**src/rtl/mem_ctrl.sv**
```systemverilog
// Byte-serial memory controller: serves instruction fetches and loads/stores
// over an 8-bit synchronous-read RAM port, one byte per cycle, MEM before IF.
module mem_ctrl (
    input  logic        clk_in,
    input  logic        rst_in,
    input  logic        if_req_in,
    input  logic [31:0] if_addr_in,
    output logic        if_done_out,
    output logic [31:0] if_inst_out,
    input  logic        mem_req_in,
    input  logic        mem_we_in,
    input  logic [31:0] mem_addr_in,
    input  logic [1:0]  mem_len_in,
    input  logic [31:0] mem_wdata_in,
    output logic        mem_done_out,
    output logic [31:0] mem_rdata_out,
    output logic        busy_out,
    output logic [31:0] ram_addr_out,
    output logic        ram_wr_out,
    output logic [7:0]  ram_dout,
    input  logic [7:0]  ram_din
);

    typedef enum logic [1:0] {
        IDLE  = 2'd0,
        READ  = 2'd1,
        WRITE = 2'd2
    } state_t;

    localparam logic OWNER_IF  = 1'b0;
    localparam logic OWNER_MEM = 1'b1;

    function automatic logic [2:0] len_to_count(input logic [1:0] len);
        logic [2:0] n;
        case (len)
            2'b00:   n = 3'd1;
            2'b01:   n = 3'd2;
            default: n = 3'd4;
        endcase
        return n;
    endfunction

    function automatic logic [7:0] word_byte(input logic [31:0] w, input logic [1:0] idx);
        logic [7:0] b;
        case (idx)
            2'b00:   b = w[7:0];
            2'b01:   b = w[15:8];
            2'b10:   b = w[23:16];
            2'b11:   b = w[31:24];
            default: b = 8'd0;
        endcase
        return b;
    endfunction

    function automatic logic [31:0] put_byte(input logic [31:0] w, input logic [1:0] idx,
                                             input logic [7:0] b);
        logic [31:0] r;
        r = w;
        case (idx)
            2'b00:   r[7:0]   = b;
            2'b01:   r[15:8]  = b;
            2'b10:   r[23:16] = b;
            2'b11:   r[31:24] = b;
            default: r = w;
        endcase
        return r;
    endfunction

    state_t      state_r, state_s;
    logic [2:0]  cnt_r, cnt_s;
    logic [2:0]  n_r, n_s;
    logic [31:0] addr_r, addr_s;
    logic [31:0] wdata_r, wdata_s;
    logic        owner_r, owner_s;
    logic [31:0] rbuf_r, rbuf_s;
    logic [31:0] if_inst_r, if_inst_s;
    logic [31:0] mem_rdata_r, mem_rdata_s;
    logic        if_done_r, if_done_s;
    logic        mem_done_r, mem_done_s;
    logic        can_accept_s;
    logic [1:0]  cap_idx_s;

    // A byte presented at cnt=c-1 returns at cnt=c, so it lands in slot c-1 (slot 3 when cnt=4).
    assign cap_idx_s    = cnt_r[1:0] - 2'd1;
    assign can_accept_s = !if_done_r && !mem_done_r;

    // Next-state and datapath updates for the transaction FSM.
    always_comb begin
        state_s     = state_r;
        cnt_s       = cnt_r;
        n_s         = n_r;
        addr_s      = addr_r;
        wdata_s     = wdata_r;
        owner_s     = owner_r;
        rbuf_s      = rbuf_r;
        if_inst_s   = if_inst_r;
        mem_rdata_s = mem_rdata_r;
        if_done_s   = 1'b0;
        mem_done_s  = 1'b0;

        case (state_r)
            IDLE: begin
                if (can_accept_s && mem_req_in) begin
                    owner_s = OWNER_MEM;
                    addr_s  = mem_addr_in;
                    n_s     = len_to_count(mem_len_in);
                    wdata_s = mem_wdata_in;
                    cnt_s   = 3'd0;
                    rbuf_s  = 32'd0;
                    state_s = mem_we_in ? WRITE : READ;
                end else if (can_accept_s && if_req_in) begin
                    owner_s = OWNER_IF;
                    addr_s  = if_addr_in;
                    n_s     = 3'd4;
                    wdata_s = 32'd0;
                    cnt_s   = 3'd0;
                    rbuf_s  = 32'd0;
                    state_s = READ;
                end else begin
                    state_s = IDLE;
                end
            end
            READ: begin
                if (cnt_r != 3'd0) begin
                    rbuf_s = put_byte(rbuf_r, cap_idx_s, ram_din);
                end else begin
                    rbuf_s = rbuf_r;
                end
                if (cnt_r == n_r) begin
                    state_s = IDLE;
                    cnt_s   = 3'd0;
                    if (owner_r == OWNER_MEM) begin
                        mem_rdata_s = rbuf_s;
                        mem_done_s  = 1'b1;
                    end else begin
                        if_inst_s = rbuf_s;
                        if_done_s = 1'b1;
                    end
                end else begin
                    cnt_s = cnt_r + 3'd1;
                end
            end
            WRITE: begin
                if (cnt_r == (n_r - 3'd1)) begin
                    state_s    = IDLE;
                    cnt_s      = 3'd0;
                    mem_done_s = 1'b1;
                end else begin
                    cnt_s = cnt_r + 3'd1;
                end
            end
            default: begin
                state_s = IDLE;
                cnt_s   = 3'd0;
            end
        endcase
    end

    // State and latched-operand registers; reset clears everything at once.
    always_ff @(posedge clk_in or negedge rst_in) begin
        if (!rst_in) begin
            state_r     <= IDLE;
            cnt_r       <= 3'd0;
            n_r         <= 3'd0;
            addr_r      <= 32'd0;
            wdata_r     <= 32'd0;
            owner_r     <= OWNER_IF;
            rbuf_r      <= 32'd0;
            if_inst_r   <= 32'd0;
            mem_rdata_r <= 32'd0;
            if_done_r   <= 1'b0;
            mem_done_r  <= 1'b0;
        end else begin
            state_r     <= state_s;
            cnt_r       <= cnt_s;
            n_r         <= n_s;
            addr_r      <= addr_s;
            wdata_r     <= wdata_s;
            owner_r     <= owner_s;
            rbuf_r      <= rbuf_s;
            if_inst_r   <= if_inst_s;
            mem_rdata_r <= mem_rdata_s;
            if_done_r   <= if_done_s;
            mem_done_r  <= mem_done_s;
        end
    end

    // RAM port decode from state, counter and latched operands only; addition wraps at 2^32.
    always_comb begin
        ram_addr_out = 32'd0;
        ram_wr_out   = 1'b0;
        ram_dout     = 8'd0;
        case (state_r)
            READ: begin
                if (cnt_r != n_r) begin
                    ram_addr_out = addr_r + {29'd0, cnt_r};
                end else begin
                    ram_addr_out = 32'd0;
                end
            end
            WRITE: begin
                ram_addr_out = addr_r + {29'd0, cnt_r};
                ram_wr_out   = 1'b1;
                ram_dout     = word_byte(wdata_r, cnt_r[1:0]);
            end
            default: begin
                ram_addr_out = 32'd0;
            end
        endcase
    end

    assign if_done_out   = if_done_r;
    assign if_inst_out   = if_inst_r;
    assign mem_done_out  = mem_done_r;
    assign mem_rdata_out = mem_rdata_r;
    assign busy_out      = (state_r != IDLE);

endmodule

```
**config.mk**
```make
export PLATFORM = sky130hd
export DESIGN_NAME = mem_ctrl
export DESIGN_NICKNAME = d
export VERILOG_FILES = /design/src/rtl/mem_ctrl.sv
export SDC_FILE = /design/constraint.sdc
export NUM_CORES = 1
export LEC_CHECK = 0
export CELL_PAD_IN_SITES_DETAIL_PLACEMENT = 1
export CELL_PAD_IN_SITES_GLOBAL_PLACEMENT = 1
export CORE_AREA = 4 4 114 224
export CTS_BUF_LIST = sky130_fd_sc_hd__clkbuf_8
export CTS_CLUSTER_DIAMETER = 120
export DETAILED_ROUTE_END_ITERATION = 16
export DIE_AREA = 0 0 118 228
export GPL_TIMING_DRIVEN = 0
export PLACE_DENSITY_LB_ADDON = 0.1
export SYNTH_ARGS = -nofsm -noshare
export SYNTH_HDL_FRONTEND = slang
export SYNTH_SLANG_ARGS = --single-unit
```
**constraint.sdc**
```tcl
create_clock -name clk_in -period 2.7 [get_ports clk_in]
set_input_delay 0.54 -clock clk_in [delete_from_list [all_inputs] [get_ports clk_in]]
set_output_delay 0.54 -clock clk_in [all_outputs]
set_load 0.01 [all_outputs]
```
-- Word level (Yosys, flattened, before mapping)
Cells that the tools add are included.
- bits in registers: 171
- bits of input ports: 111
- memories: 0
- ROM bits: 0
- latch bits: 0
- RAM bits: 0
- word-level logic and storage cells: 88
- divide/modulo/power cells: 0
- muxes and demuxes: 39
- multiply operators: 0
- add/subtract/negate cells: 4
- shift operators: 0
- $lt $le $gt $ge: 0
- equal/unequal tests: 15
- reduce and logical (&&, ||, !) cells: 18
- bitwise logic cells: 1
- operators with widths (kind ; number):
    $mux W32 ; 7
    $pmux W32 S2 ; 2
    $mux W8 ; 5
    $add A32 B3 Y32 ; 1
    $pmux W8 S4 ; 1
    $mux W3 ; 6
    $eq A2 B2 Y1 const B ; 5
    $mux W1 ; 10
    $pmux W3 S3 ; 1
    $eq A2 B1 Y1 const B ; 4
    $logic_not A2 Y1 ; 4
    $mux W2 ; 4
    $eq A3 B3 Y1 ; 2
    $pmux W2 S3 ; 1
    $pmux W3 S2 ; 1
    $reduce_and A2 Y1 ; 3
    $reduce_and A3 Y1 ; 2
    $reduce_bool A2 Y1 ; 3
    $ne A2 B2 Y1 const B ; 2
    $add A3 B1 Y3 const B ; 1
    $logic_and A1 B1 Y1 ; 3
    $ne A3 B3 Y1 ; 1
    $ne A3 B3 Y1 const B ; 1
    $reduce_bool A3 Y1 ; 1
    5 further kinds ; 6

-- Depth between registers and ports, before layout
- word-level depth: 6
- mapped depth: 8
- depth with buffers taken out: 7

-- Least setup slack after synthesis
OpenSTA, ideal clock, no wires.
- path type: register to output
- start: reg cnt_r[0]
- end: out ram_addr_out[30]
- stages on the path, launching flop included: 8
- path slack: -0.101 ns
- arrival: 2.261 ns
- buffers on the path: 0
- path through: dfrtp_1 ha_1 inv_1 fa_1 and2b_1 o2111ai_4 or4_1 a21oi_1
- longest elaborated chain between the ends: 3
- RTL lines (element ; line ; text):
    start, declared ; 70 ; logic [2:0] cnt_r, cnt_s;
    start signal, assigned ; 175 ; cnt_r <= cnt_s;
    $add A32 B3 Y32 or $ne A3 B3 Y1 (tied branches) ; 196, 202, 195 ;
    $mux W32 ; 195 ; if (cnt_r != n_r) begin
    $pmux W32 S2 (*) ; 193 ; case (state_r)
    end, declared ; 18 ; output logic [31:0] ram_addr_out,
Mark *: on every way between the ends. The rest lies on a longest branch, timed or not.

-- Worst setup path after layout
- start: reg cnt_r[1]
- end: out ram_addr_out[30]
The elaborated chain is that of the path after synthesis.

==> insert_results.sql <==
INSERT INTO impl_metrics (metric_group, metric, value, unit) VALUES
('outcome', 'status', 'finished, violations left', ''),
('outcome', 'violated_checks', 'setup timing', ''),
('timing', 'final-max-slew-violation-count', '0', ''),
('yosys', 'synthArstFlopShare', '100.0', '%'),
('floorplan', 'io_pins', '219', ''),
('timing', 'fmax', '0.2966', 'GHz'),
('setup_path', 'cp.arrival', '2.83', 'ns'),
('cts', 'cts.sink_count', '171', ''),
('routing', 'antenna_violating_nets_post_route', '0', ''),
('setup_path', 'delay_of_the_slowest_cell_on_the_worst_path', '0.52', 'ns'),
('cts', 'cts.htree.levels', '4', ''),
('yosys', 'number_of_flops_mapped_to_enable_cells_by_yosys', '0', ''),
('setup_path', 'critPathBufInv', '3', ''),
('setup_path', 'timing.critical_path.max_delay_family', 'simple AND/OR/NAND/NOR gates', ''),
('cts', 'max-clock-path-buffers', '2', ''),
('setup_path', 'path_common_cell', 'buf_6', ''),
('setup_path', 'critPathRequiredTime', '2.16', 'ns'),
('placed_design', 'hpwl', '21100', 'um'),
('placed_design', 'post-place-ws', '-0.8983', 'ns'),
('yosys', 'largest_area_contributor_in_the_synthesized_netlist', 'dfrtp_1', ''),
('final_layout', 'stdcell_area', '12050', 'sq um'),
('timing', 'timing.max_slew.rel_slack', '40.52', '%'),
('yosys', 'yosys-top-cells-area', 'dfrtp_1, mux2_2, a22o_1', ''),
('yosys', 'yosys.cell_count.top_type', 'dfrtp_1', ''),
('cts', 'cts-buffers-inserted', '17', ''),
('placed_design', 'placed_cells_incl_taps', '1230', ''),
('cts', 'cts.reportedPaths.clkPinSlew', '0.09', 'ns'),
('cts', 'clk_latency', '0.48', 'ns'),
('power_and_ir_drop', 'ir_drop', '0.0005095', 'V'),
('grt', 'met1_usage', '21.37', '%'),
('timing', 'final-hold-violation-count', '0', ''),
('routing', 'routed_wire_length_per_instance', '22.08', 'um'),
('routing', 'drtPass1Iterations', '5', ''),
('setup_path', 'critical_path.slowest_cell', 'or4_4', ''),
('yosys', 'yosysUniqueCellTypes', '53', ''),
('yosys', 'post_synth_inst_count', '724', ''),
('yosys', 'mappedNetlistArea', '8434', 'sq um'),
('final_layout', 'number_of_nets_in_the_layout', '1122', ''),
('final_layout', 'layout-drive-gt1-share', '30.39', '%'),
('yosys', 'postSynthNetCount', '850', ''),
('floorplan', 'core-area', '23820', 'sq um'),
('final_layout', 'layout.filler_cells', '2558', ''),
('routing', 'dr_total_vias', '6958', ''),
('final_layout', 'layout.core_utilization', '50.57', '%'),
('timing', 'setup_viol', '39', ''),
('timing', 'worst_slack', '-0.6720', 'ns'),
('yosys', 'synth.yosys.warnings', '0', ''),
('routing', 'routed_wirelength', '28600', 'um'),
('grt', 'grt.met3_usage', '5.255', '%'),
('yosys', 'post_synth.cell_area_avg', '11.65', 'sq um'),
('grt', 'largest_net_degree_at_the_start_of_global_routing', '104', ''),
('setup_path', 'critPathCaptureType', 'primary output', ''),
('placed_design', 'postPlaceCellArea', '11020', 'sq um'),
('yosys', 'part_of_the_yosys_area_used_for_sequential_elements', '50.73', '%'),
('yosys', 'synth_common_cells', 'dfrtp_1, mux2_2, a22o_1, nand2_1, o21ai_0', ''),
('timing', 'layout_worst_path_cycle_share', '124.9', '%'),
('grt', 'groute.layer.met2.usage', '41.97', '%'),
('placed_design', 'portBuffers', '218', ''),
('setup_path', 'timing.setup.critical_path_class', 'reg -> out', ''),
('grt', 'grtUsageTotal', '21.38', '%'),
('final_layout', 'final_cell_count_no_fill', '1295', ''),
('grt', 'grt_pass1_vias', '7648', ''),
('grt', 'remaining_global_route_overflow', '0', ''),
('timing', 'final_worst_clock_skew', '0.01492', 'ns'),
('timing', 'worst-slew-pin-transition', '0.8854', 'ns'),
('min_path', 'hold_class', 'reg -> reg', ''),
('timing', 'rsz0062_at_grt', 'yes', ''),
('floorplan', 'die_x', '118', 'um'),
('routing', 'detail_route.vias_per_cell', '5.373', ''),
('grt', 'grt_busiest_layer', 'met2', ''),
('cts', 'tritoncts', 'built', '');
[layout make-up]
| type | instances | area [sq um] | area share (%) |
|---|---|---|---|
| multi-input cells | 495 | 4254 | 35.31 |
| plain buffers | 38 | 267.8 | 2.223 |
| inverters | 17 | 76.32 | 0.6336 |
| repair buffers | 256 | 2427 | 20.15 |
| diodes | 1 | 2.502 | 0.02077 |
| well taps | 287 | 359.1 | 2.981 |
| clock inverters | 12 | 127.6 | 1.059 |
| clock buffers | 18 | 247.7 | 2.056 |
| flip-flops and latches | 171 | 4284 | 35.56 |
[final timing paths]
| kind | startpoint | end | slack (ns) | depth (start not counted) |
|---|---|---|---|---|
| max | cnt_r[1]$_DFFE_PN0P_ | ram_addr_out[30] | -0.67 | 8 |
| max in group asynchronous | rst_in | addr_r[14]$_DFFE_PN0P_ | 1.15 | 3 |
| min in group asynchronous | rst_in | addr_r[20]$_DFFE_PN0P_ | 0.58 | 2 |
| min | rbuf_r[28]$_DFFE_PN0P_ | rbuf_r[28]$_DFFE_PN0P_ | 0.50 | 1 |
| max reg2reg | cnt_r[0]$_DFFE_PN0P_ | if_inst_out[29]$_DFFE_PN0P_ | 0.11 | 9 |
| min reg2reg | rbuf_r[28]$_DFFE_PN0P_ | rbuf_r[28]$_DFFE_PN0P_ | 0.50 | 1 |
[cells by family (layout without fill, tap and decap cells)]
logic type | after synthesis | count (layout) | share of synthesized area [%]
adders and majority gates | 15 | 15 | 2.314
AOI/OAI and AO/OA | 185 | 185 | 15.93
xor gates and xnor gates | 15 | 15 | 1.721
and+or+nand+nor | 150 | 150 | 9.064
buffers and inverters | 58 | 341 | 3.367
DFF | 171 | 171 | 50.73
muxes | 130 | 130 | 16.87
other | 0 | 1 | 0
[routing by layer]
layer,routed length (um),share of wire (%)
met1,10070,35
met3,1254,4.4
met4,807,2.8
met2,16470,58
met5,0,0
[cells in the final DEF (no fill, tap or decap), drive strengths merged, types with 14 or more instances in the layout]
cell type,instances
a21oi,31
a22o,65
buf,99
clkbuf,28
clkdlybuf4s50,177
dfrtp,171
ha,14
inv,17
mux2,97
mux2i,33
nand2,54
nor2,31
o21ai,50
[power breakdown]
part | total (W) | internal, W | switching [W]
clock network | 0.00181 | 0.000832 | 0.000976
registers | 0.00403 | 0.00335 | 0.000680
logic | 0.00483 | 0.00231 | 0.00252
[worst register-to-register path, cell delays in order (launching register included)]
cell	delay, ns
dfrtp_2	0.46
buf_6	0.13
buf_8	0.12
buf_6	0.12
xnor2_4	0.20
buf_6	0.13
and3_1	0.19
nor3b_4	0.53
buf_6	0.25
mux2_2	0.35
[through the flow]
step / total power, W / hold WS (ns) / TNS [ns]
CTS: 0.01064 / 0.5037 / -17.79
global route: 0.01141 / 0.5078 / -19.08
floorplan: 0.006407 / 0.2444 / 0
finish: 0.01067 / 0.5039 / -14.14
global placement: 0.008429 / 0.4692 / -1100.90
detailed placement: 0.008530 / 0.4756 / -29.87
[state kept, by name (all words and copies together), names as in the netlist]
name           flops
addr_r            32
cnt_r              3
if_done_out        1
if_inst_out       32
mem_done_out       1
mem_rdata_out     32
n_r                3
owner_r            1
rbuf_r            32
state_r            2
wdata_r           32
[what timing repair did]
item	in CTS	in global routing
gates cloned	1	0
pin swaps	31	22
setup endpoints to repair	48	83
hold buffers	1	0
endpoints found under the hold margin	28	0
gates resized for setup	231	45
buffers inserted	27	9
Note: power is estimated with default switching activity, not from simulation.
